<file path="src/rtl/hamming_enc_scheduler.sv">
// hamming_enc_scheduler
//
// Shares a single Hamming encoder engine among NUM_REQ requesters. One job at
// a time is accepted with a round-robin search, handed to the engine, waited
// on under a watchdog, and the codeword is returned with its requester ID.
//
// Ports
//   clk, reset      rising-edge clock, synchronous active-high reset
//   req_valid       per-requester request valid
//   req_data        packed words, requester i at [i*DATA_W +: DATA_W]
//   req_ready       one-hot acceptance pulse (IDLE grant cycle only)
//   eng_start       one-cycle engine start pulse
//   eng_data        word being encoded (latched at grant)
//   eng_done        engine completion pulse
//   eng_code        engine result, valid with eng_done
//   out_valid       codeword available (HOLD)
//   out_ready       consumer accepts
//   out_code        codeword
//   out_id          originating requester
//   err_timeout     one-cycle pulse when a job is aborted by the watchdog
//   err_id          requester of the last aborted job
//   grant_count     accepted requests, saturating at 16'hFFFF
module hamming_enc_scheduler #(
    parameter int NUM_REQ = 4,
    parameter int DATA_W  = 8,
    parameter int CODE_W  = 12,
    parameter int TIMEOUT = 32
) (
    input  logic                         clk,
    input  logic                         reset,
    input  logic [NUM_REQ-1:0]           req_valid,
    input  logic [NUM_REQ*DATA_W-1:0]    req_data,
    output logic [NUM_REQ-1:0]           req_ready,
    output logic                         eng_start,
    output logic [DATA_W-1:0]            eng_data,
    input  logic                         eng_done,
    input  logic [CODE_W-1:0]            eng_code,
    output logic                         out_valid,
    input  logic                         out_ready,
    output logic [CODE_W-1:0]            out_code,
    output logic [$clog2(NUM_REQ)-1:0]   out_id,
    output logic                         err_timeout,
    output logic [$clog2(NUM_REQ)-1:0]   err_id,
    output logic [15:0]                  grant_count
);

    localparam int ID_W = $clog2(NUM_REQ);

    localparam logic [1:0] IDLE  = 2'd0;
    localparam logic [1:0] ISSUE = 2'd1;
    localparam logic [1:0] WAIT  = 2'd2;
    localparam logic [1:0] HOLD  = 2'd3;

    logic [1:0]                        state;
    logic [ID_W-1:0]                   rrPtr;
    logic [ID_W-1:0]                   jobId;
    logic [ID_W-1:0]                   errIdReg;
    logic [DATA_W-1:0]                 jobData;
    logic [CODE_W-1:0]                 outCode;
    logic [ID_W-1:0]                   outId;
    logic [7:0]                        waitCnt;
    logic [15:0]                       grantCount;

    logic [NUM_REQ-1:0][DATA_W-1:0]    reqWord;
    logic                              grantFound;
    logic [ID_W-1:0]                   grantId;
    logic [ID_W-1:0]                   nextPtr;
    logic [ID_W:0]                     cand;
    logic                              grantFire;
    logic                              timeoutHit;

    assign reqWord = req_data;

    // Round-robin search: first valid requester at or above rrPtr, wrapping.
    // cand is one bit wider so rrPtr+i never overflows before the wrap.
    always_comb begin
        grantFound = 1'b0;
        grantId    = '0;
        cand       = '0;
        for (int i = 0; i < NUM_REQ; i++) begin
            cand = {1'b0, rrPtr} + (ID_W+1)'(i);
            if (cand >= (ID_W+1)'(NUM_REQ))
                cand = cand - (ID_W+1)'(NUM_REQ);
            if (!grantFound && req_valid[cand[ID_W-1:0]]) begin
                grantFound = 1'b1;
                grantId    = cand[ID_W-1:0];
            end
        end
    end

    assign nextPtr = (grantId == ID_W'(NUM_REQ-1)) ? '0 : grantId + ID_W'(1);

    // Gated by reset so nothing is accepted in a cycle whose state update
    // will be discarded.
    assign grantFire  = (state == IDLE) && grantFound && !reset;
    assign timeoutHit = (state == WAIT) && !eng_done && (waitCnt == 8'(TIMEOUT-1));

    assign req_ready   = grantFire ? (NUM_REQ'(1) << grantId) : '0;
    assign eng_start   = (state == ISSUE);
    assign eng_data    = jobData;
    assign out_valid   = (state == HOLD);
    assign out_code    = outCode;
    assign out_id      = outId;
    assign err_timeout = timeoutHit;
    // The aborting job's ID is visible in the pulse cycle itself, then held.
    assign err_id      = timeoutHit ? jobId : errIdReg;
    assign grant_count = grantCount;

    always_ff @(posedge clk) begin
        if (reset) begin
            state      <= IDLE;
            rrPtr      <= '0;
            jobId      <= '0;
            errIdReg   <= '0;
            jobData    <= '0;
            outCode    <= '0;
            outId      <= '0;
            waitCnt    <= '0;
            grantCount <= '0;
        end else begin
            case (state)
                IDLE: begin
                    if (grantFound) begin
                        jobData <= reqWord[grantId];
                        jobId   <= grantId;
                        rrPtr   <= nextPtr;
                        if (grantCount != 16'hFFFF)
                            grantCount <= grantCount + 16'd1;
                        state   <= ISSUE;
                    end
                end
                ISSUE: begin
                    waitCnt <= '0;
                    state   <= WAIT;
                end
                WAIT: begin
                    waitCnt <= waitCnt + 8'd1;
                    // eng_done takes precedence over an expiring watchdog.
                    if (eng_done) begin
                        outCode <= eng_code;
                        outId   <= jobId;
                        state   <= HOLD;
                    end else if (timeoutHit) begin
                        errIdReg <= jobId;
                        state    <= IDLE;
                    end
                end
                HOLD: begin
                    if (out_ready)
                        state <= IDLE;
                end
                default: state <= IDLE;
            endcase
        end
    end

endmodule

</file>
<file path="config.mk">
export PLATFORM = sky130hd
export DESIGN_NAME = hamming_enc_scheduler
export DESIGN_NICKNAME = d
export VERILOG_FILES = /design/src/rtl/hamming_enc_scheduler.sv
export SDC_FILE = /design/constraint.sdc
export NUM_CORES = 1
export LEC_CHECK = 0
export ABC_AREA = 1
export BUFFER_PORTS_ARGS = -buffer_cell sky130_fd_sc_hd__buf_2
export CAP_MARGIN = 20
export CORE_UTILIZATION = 57
export CTS_BUF_LIST = sky130_fd_sc_hd__clkbuf_2
export DETAILED_ROUTE_END_ITERATION = 12
export PLACE_DENSITY_LB_ADDON = 0.3
export SLEW_MARGIN = 20
export SYNTH_ARGS = -nofsm -noshare
export SYNTH_HDL_FRONTEND = slang
export SYNTH_SLANG_ARGS = --single-unit
export TNS_END_PERCENT = 50
</file>
<file path="constraint.sdc">
create_clock -name clk -period 5.7 [get_ports clk]
set_input_delay 1.14 -clock clk [delete_from_list [all_inputs] [get_ports clk]]
set_output_delay 1.14 -clock clk [all_outputs]
set_load 0.1 [all_outputs]
</file>
==> results of run 1 <==
-- path summary, 6_finish.rpt --
kind | endpoint | slack [ps] | depth (start not counted)
setup / recovery | req_ready[2] | 1350 | 14
hold / removal | waitCnt[7]$_SDFFE_PP0P_ | 500 | 2
setup reg to reg | rrPtr[1]$_SDFFE_PP0P_ | 2910 | 12
hold reg to reg | waitCnt[7]$_SDFFE_PP0P_ | 500 | 2
-- sequential cells by signal, summed over array words and instances (netlist names) --
name / flops
grant_count: 16
out_code: 12
eng_data: 8
waitCnt: 8
errIdReg: 2
jobId: 2
out_id: 2
rrPtr: 2
state: 2
-- Yosys cell counts, drive strengths merged --
| cell type | n |
|---|---|
| nand3 | 50 |
| dfxtp | 54 |
| nor3 | 13 |
| nor2 | 71 |
| nor4 | 3 |
| xor2 | 5 |
| inv | 70 |
| o21ai | 28 |
| nand4 | 6 |
| nand2 | 130 |
| or2 | 2 |
| a31oi | 1 |
| clkinv | 1 |
| a21oi | 26 |
| nor3b | 1 |
| clkbuf | 5 |
| xnor2 | 2 |
| and3 | 2 |
| a211oi | 3 |
| ha | 11 |
| buf | 11 |
-- cell type report --
cell class	count	area share, %
multi-input cells	354	46.4
well taps	70	2.33
clock buffers	5	0.664
clock inverters	3	1.69
inverters	71	7.14
repair buffers	98	13.0
flip-flops and latches	54	28.7
-- cells by family after synthesis --
| family | after synthesis | share of synthesized area, % |
|---|---|---|
| simple gates | 278 | 38.9 |
| buf+inv | 87 | 11.9 |
| compound gates | 58 | 9.30 |
| flops | 54 | 33.6 |
| fa+ha+maj | 11 | 4.28 |
| xor+xnor | 7 | 1.91 |
-- report_power, final --
part           switching (mW)  internal (mW)  leakage [nW]
sequential             0.0553          0.449         0.440
clock                   0.118          0.116        0.0506
combinational            1.08          0.327          1.45
-- per-layer routing --
layer  vias up  routed length [um]  global-route usage, %
met4         0                  94                   8.49
li1       1745                   -                      -
met2       147                3480                   45.2
met1      1487                3350                   31.1
met3        10                 600                   5.48
met5         -                   0                      0
-- critical path: cells and delay by family (launching register included) --
kind	cells	cell delay, ps
simple gates	9	1030
buf+inv	4	990
flops	1	580
fa+ha+maj	1	180
==> impl_metrics.tcl, run 1 <==
set metrics [dict create \
    status "finished, final reports clean" \
    rsz0062_at_grt "no" \
    largest_net_degree_at_the_start_of_global_routing 28 \
    power_per_cell_area_nw_per_um2 570 \
    wire_length_of_the_first_global_routing_pass_mm 12.8 \
    post_cts_hold_buffer_count 0 \
    detail_route.wl_per_cell_um 11.5 \
    place_congestion 0.926 \
    synthesis.area_um2 3210 \
    power.total_mw 2.15 \
    fin_tns_setup_ps 0 \
    cap_viol_max_count 0 \
    ir_worst_vdd_uv 436 \
    multi_input_comb_area_um2 1750 \
    clockRootBuffer "sky130_fd_sc_hd__clkbuf_2" \
    fp.dieW_um 77.1 \
    numPlacedInstances 647 \
    global_route.usage.total_pct 25.8 \
    cts_buffers 5 \
    synth_sequential_area_ratio_pct 33.6 \
    worst_hold_path_type "flip-flop to flip-flop" \
    number_of_global_route_vias_before_repair 3001 \
    clock-skew-final_ps 11.1 \
    layout.cells.most_common "sky130_fd_sc_hd__nand2_1" \
    tritoncts_clock_tree "yes" \
    core_area_um2 5270 \
    cts.reportedPaths.clkPinSlew_ps 260 \
    final-setup-viol-count 0 \
    synth_top_area_share_pct 33.6 \
    biggest_area_consumer_among_synthesized_cells "sky130_fd_sc_hd__dfxtp_1" \
    synth_fp_nets 558 \
    timing.critical_path.fanout_max 12 \
    timing.hold.ws_ps 504 \
    timing.max_slew.rel_slack_pct 51.9 \
    ioPinCount 99 \
    timing.critical_path.slowest_cell_delay_ps 580 \
    port-buffer-count 98 \
    cts-root-to-sink-buffers 2 \
    slew_viol_final 0 \
    rr_startpoint "rrPtr[0]$_SDFFE_PP0P_" \
    critPathMostFrequentCell "sky130_fd_sc_hd__nand2_1" \
    endpoint_kind "primary output" \
    grt_antenna_before_repair 0 \
    startpoint "rrPtr[0]$_SDFFE_PP0P_" \
    num_rows 26 \
    register_area_um2 1080 \
    postSynthCellCount 495 \
    syn_area_per_cell_um2 6.49 \
    fin_nets 647 \
    finalCritPeriodShare_pct 76.3 \
    initial_core_util_pct 61.0 \
    final_antenna_net_count 0 \
    drcViolationCount 0 \
    startpoint_type_of_the_worst_setup_path "flip-flop" \
    fin_ws_ps 1350 \
    yosys_warnings 0 \
    detailroute.via_count 3389 \
    instance_area_after_placement_um2 3680 \
    tritoncts_num_sinks 54 \
    ys_types 34 \
    leading_cell_types_in_the_layout_fill_and_taps_excluded "sky130_fd_sc_hd__nand2_1, sky130_fd_sc_hd__buf_2, sky130_fd_sc_hd__nor2_1" \
    dieHeight_um 77.1 \
    cp_cell_sequence "inv_1 -> nand2_1 -> nand2_2 -> nand2_1 -> nand2_2 -> nor2_8 -> nand3_1 -> nand3_1 -> nand2_1 -> clkinv_1 -> ha_1 -> inv_1 -> nor2_1 -> buf_2" \
    clock.fmax_mhz 230 \
    holdCritStartpoint "waitCnt[7]$_SDFFE_PP0P_" \
    worst_skew_pair.late_latency_ps 440 \
    cts_repair_resize_count 0 \
    final_layout_size_suffix_gt1_share_pct 21.4 \
    grt-ovfl-total 0 \
    first_pass_iters 4 \
    dp.final_hpwl_mm 5.64 \
    postRouteWirelength_mm 7.52 \
    final_core_util_pct 71.5 \
    flow.area_growth_from_synthesis_pct 17.2 \
    die-area_um2 5940 \
    num_antenna_cells 0 \
    drt-vias-per-instance 5.17 \
    synthesized_flop_and_latch_total 54 \
    hold_viol 0 \
    pre_cts_slack_ps 1390 \
    layout.cell_area.non_filler_um2 3770 \
    final_cells 655 \
    htree_num_levels 2 \
    worstSetupPathType "flip-flop to primary output" \
    critPathSlowestCell "sky130_fd_sc_hd__dfxtp_1" \
    worstPathRequired_ps 4560 \
    cts_setup_buffers 0 \
    drt_iter0_drc 173 \
    synth_top_cells_by_area "sky130_fd_sc_hd__dfxtp_1, sky130_fd_sc_hd__nand2_1, sky130_fd_sc_hd__nor2_1" \
    cp.arrival_ps 3210 \
    n_fill_cell 489 \
    worst_pin_slew_ps 721 \
    final_period_minus_worst_setup_slack_ps 4350 \
    leakagePower_nw 1.94 \
]
Note: power is estimated with default switching activity, not from simulation.
==> run 2, diff against run 1 <==
--- a/config.mk
+++ b/config.mk
@@ -8,7 +8,7 @@
 export ABC_AREA = 1
 export BUFFER_PORTS_ARGS = -buffer_cell sky130_fd_sc_hd__buf_2
 export CAP_MARGIN = 20
-export CORE_UTILIZATION = 57
+export CORE_UTILIZATION = 53
 export CTS_BUF_LIST = sky130_fd_sc_hd__clkbuf_2
 export DETAILED_ROUTE_END_ITERATION = 12
 export PLACE_DENSITY_LB_ADDON = 0.3
==> constraint.sdc (replaced) <==
create_clock -name clk -period 4.4 [get_ports clk]
set_input_delay 0.88 -clock clk [delete_from_list [all_inputs] [get_ports clk]]
set_output_delay 0.88 -clock clk [all_outputs]
set_load 0.1 [all_outputs]
==> impl_metrics.tcl, run 2 (synthesized netlist as in run 1, its figures left out) <==
set metrics [dict create \
    rr_startpoint "rrPtr[0]$_SDFFE_PP0P_" \
    ioPinCount 99 \
    drt_iter0_drc 156 \
    htree_num_levels 2 \
    worst_hold_path_type "flip-flop to flip-flop" \
    place_congestion 0.929 \
    number_of_global_route_vias_before_repair 2943 \
    pre_cts_slack_ps 579 \
    first_pass_iters 4 \
    worstRegToRegCells 12 \
    leading_cell_types_in_the_layout_fill_and_taps_excluded "sky130_fd_sc_hd__nand2_1, sky130_fd_sc_hd__buf_2, sky130_fd_sc_hd__nor2_1" \
    initial_core_util_pct 56.6 \
    worst_skew_pair.late_latency_ps 450 \
    instance_area_after_placement_um2 3690 \
    rsz0062_at_grt "no" \
    num_rows 27 \
    final-setup-viol-count 0 \
    cts_repair_resize_count 0 \
    global_route.usage.total_pct 23.8 \
    fin_nets 648 \
    drt-vias-per-instance 5.11 \
    drcViolationCount 0 \
    die-area_um2 6380 \
    clockRootBuffer "sky130_fd_sc_hd__clkbuf_2" \
    hold_path_depth 2 \
    final_core_util_pct 66.3 \
    fin_ws_ps 307 \
    met2_length_mm 3.38 \
    n_fill_cell 521 \
    fp.dieW_um 79.9 \
    largest_net_degree_at_the_start_of_global_routing 27 \
    wire_length_of_the_first_global_routing_pass_mm 12.2 \
    clock.fmax_mhz 244 \
    route.top_layer_used "met4" \
    status "finished, final reports clean" \
    cts_setup_buffers 0 \
    tritoncts_clock_tree "yes" \
    worstSetupPathType "flip-flop to primary output" \
    dp.final_hpwl_mm 5.54 \
    detailroute.via_count 3365 \
    num_antenna_cells 0 \
    r2r_end "rrPtr[1]$_SDFFE_PP0P_" \
    final_period_minus_worst_setup_slack_ps 4090 \
    cap_viol_max_count 0 \
    power.total_mw 2.74 \
    cts_buffers 5 \
    cp.arrival_ps 3210 \
    grt_antenna_before_repair 0 \
    final_layout_size_suffix_gt1_share_pct 21.7 \
    clock-skew-final_ps 20.9 \
    numPlacedInstances 650 \
    timing.critical_path.fanout_max 12 \
    multi_input_comb_area_um2 1760 \
    cts-root-to-sink-buffers 2 \
    final_antenna_net_count 0 \
    ir_worst_vdd_uv 561 \
    wl_met1_mm 3.38 \
    power_per_cell_area_nw_per_um2 728 \
    detail_route.wl_per_cell_um 11.2 \
    core_area_um2 5680 \
    slew_viol_final 0 \
    timing.max_slew.rel_slack_pct 66.9 \
    port-buffer-count 98 \
    post_cts_hold_buffer_count 0 \
    fin_tns_setup_ps 0 \
    worstPathRequired_ps 3520 \
    startpoint_type_of_the_worst_setup_path "flip-flop" \
    layout.cell_area.non_filler_um2 3760 \
    dieHeight_um 79.9 \
    final_cells 658 \
    flow.area_growth_from_synthesis_pct 17.0 \
    grt-ovfl-total 0 \
    tritoncts_num_sinks 54 \
    min_delay_worst_endpoint "waitCnt[7]$_SDFFE_PP0P_" \
    register_area_um2 1080 \
    worst_pin_slew_ps 500 \
    leakagePower_nw 1.94 \
    worst-r2r-setup-slack_ps 1630 \
    holdCritStartpoint "waitCnt[7]$_SDFFE_PP0P_" \
    hold_viol 0 \
    endpoint_kind "primary output" \
    layout.cells.most_common "sky130_fd_sc_hd__nand2_1" \
    cts.reportedPaths.clkPinSlew_ps 250 \
    largest_reg_flops 16 \
    finalCritPeriodShare_pct 93.0 \
    wl_met3_um 566 \
    timing.hold.ws_ps 480 \
    postRouteWirelength_mm 7.39 \
]
## run 2: cell type report
class                   instances  share of cell area, %
clock inverters                 2                  0.998
inverters                      71                   7.15
repair buffers                 99                   13.2
multi-input cells             354                   46.7
clock buffers                   6                  0.798
well taps                      72                   2.40
flip-flops and latches         54                   28.7
## run 2: worst max-delay path by stage
stage	startpoint	endpoint	slack (ps)	depth (start not counted)
5_1_grt	rrPtr[0]$_SDFFE_PP0P_	req_ready[3]	10	13
3_3_place_gp	req_valid[3]	req_ready[3]	690	14
6_report	rrPtr[0]$_SDFFE_PP0P_	req_ready[2]	310	14
2_1_floorplan	eng_done	err_id[0]	-4	4
3_5_place_dp	req_valid[1]	req_ready[2]	580	14
4_1_cts	rrPtr[0]$_SDFFE_PP0P_	req_ready[2]	300	14
## run 2: power breakdown
part	leakage [nW]	internal, mW	switching (mW)
Sequential	0.440	0.582	0.0712
Combinational	1.46	0.424	1.41
Clock	0.0392	0.0980	0.155
## run 2: critical path, cell delays in order, from the launching register on
cell and delay (ps):
sky130_fd_sc_hd__dfxtp_1 590, sky130_fd_sc_hd__inv_1 250, sky130_fd_sc_hd__nand2_1 120, sky130_fd_sc_hd__nand2_2 90, sky130_fd_sc_hd__nand2_1 100, sky130_fd_sc_hd__nand2_2 90, sky130_fd_sc_hd__nor2_8 130, sky130_fd_sc_hd__nand3_1 90
sky130_fd_sc_hd__nand3_1 80, sky130_fd_sc_hd__nand2_1 240, sky130_fd_sc_hd__clkinv_1 250, sky130_fd_sc_hd__ha_1 170, sky130_fd_sc_hd__inv_1 40, sky130_fd_sc_hd__nor2_1 90, sky130_fd_sc_hd__buf_2 430
## run 2: metal layers
metal  up-vias  global-route usage (%)
li1       1739                       -
met1      1502                    28.7
met2       117                    41.9
met3         7                    5.49
met4         0                    6.79
met5         -                       0
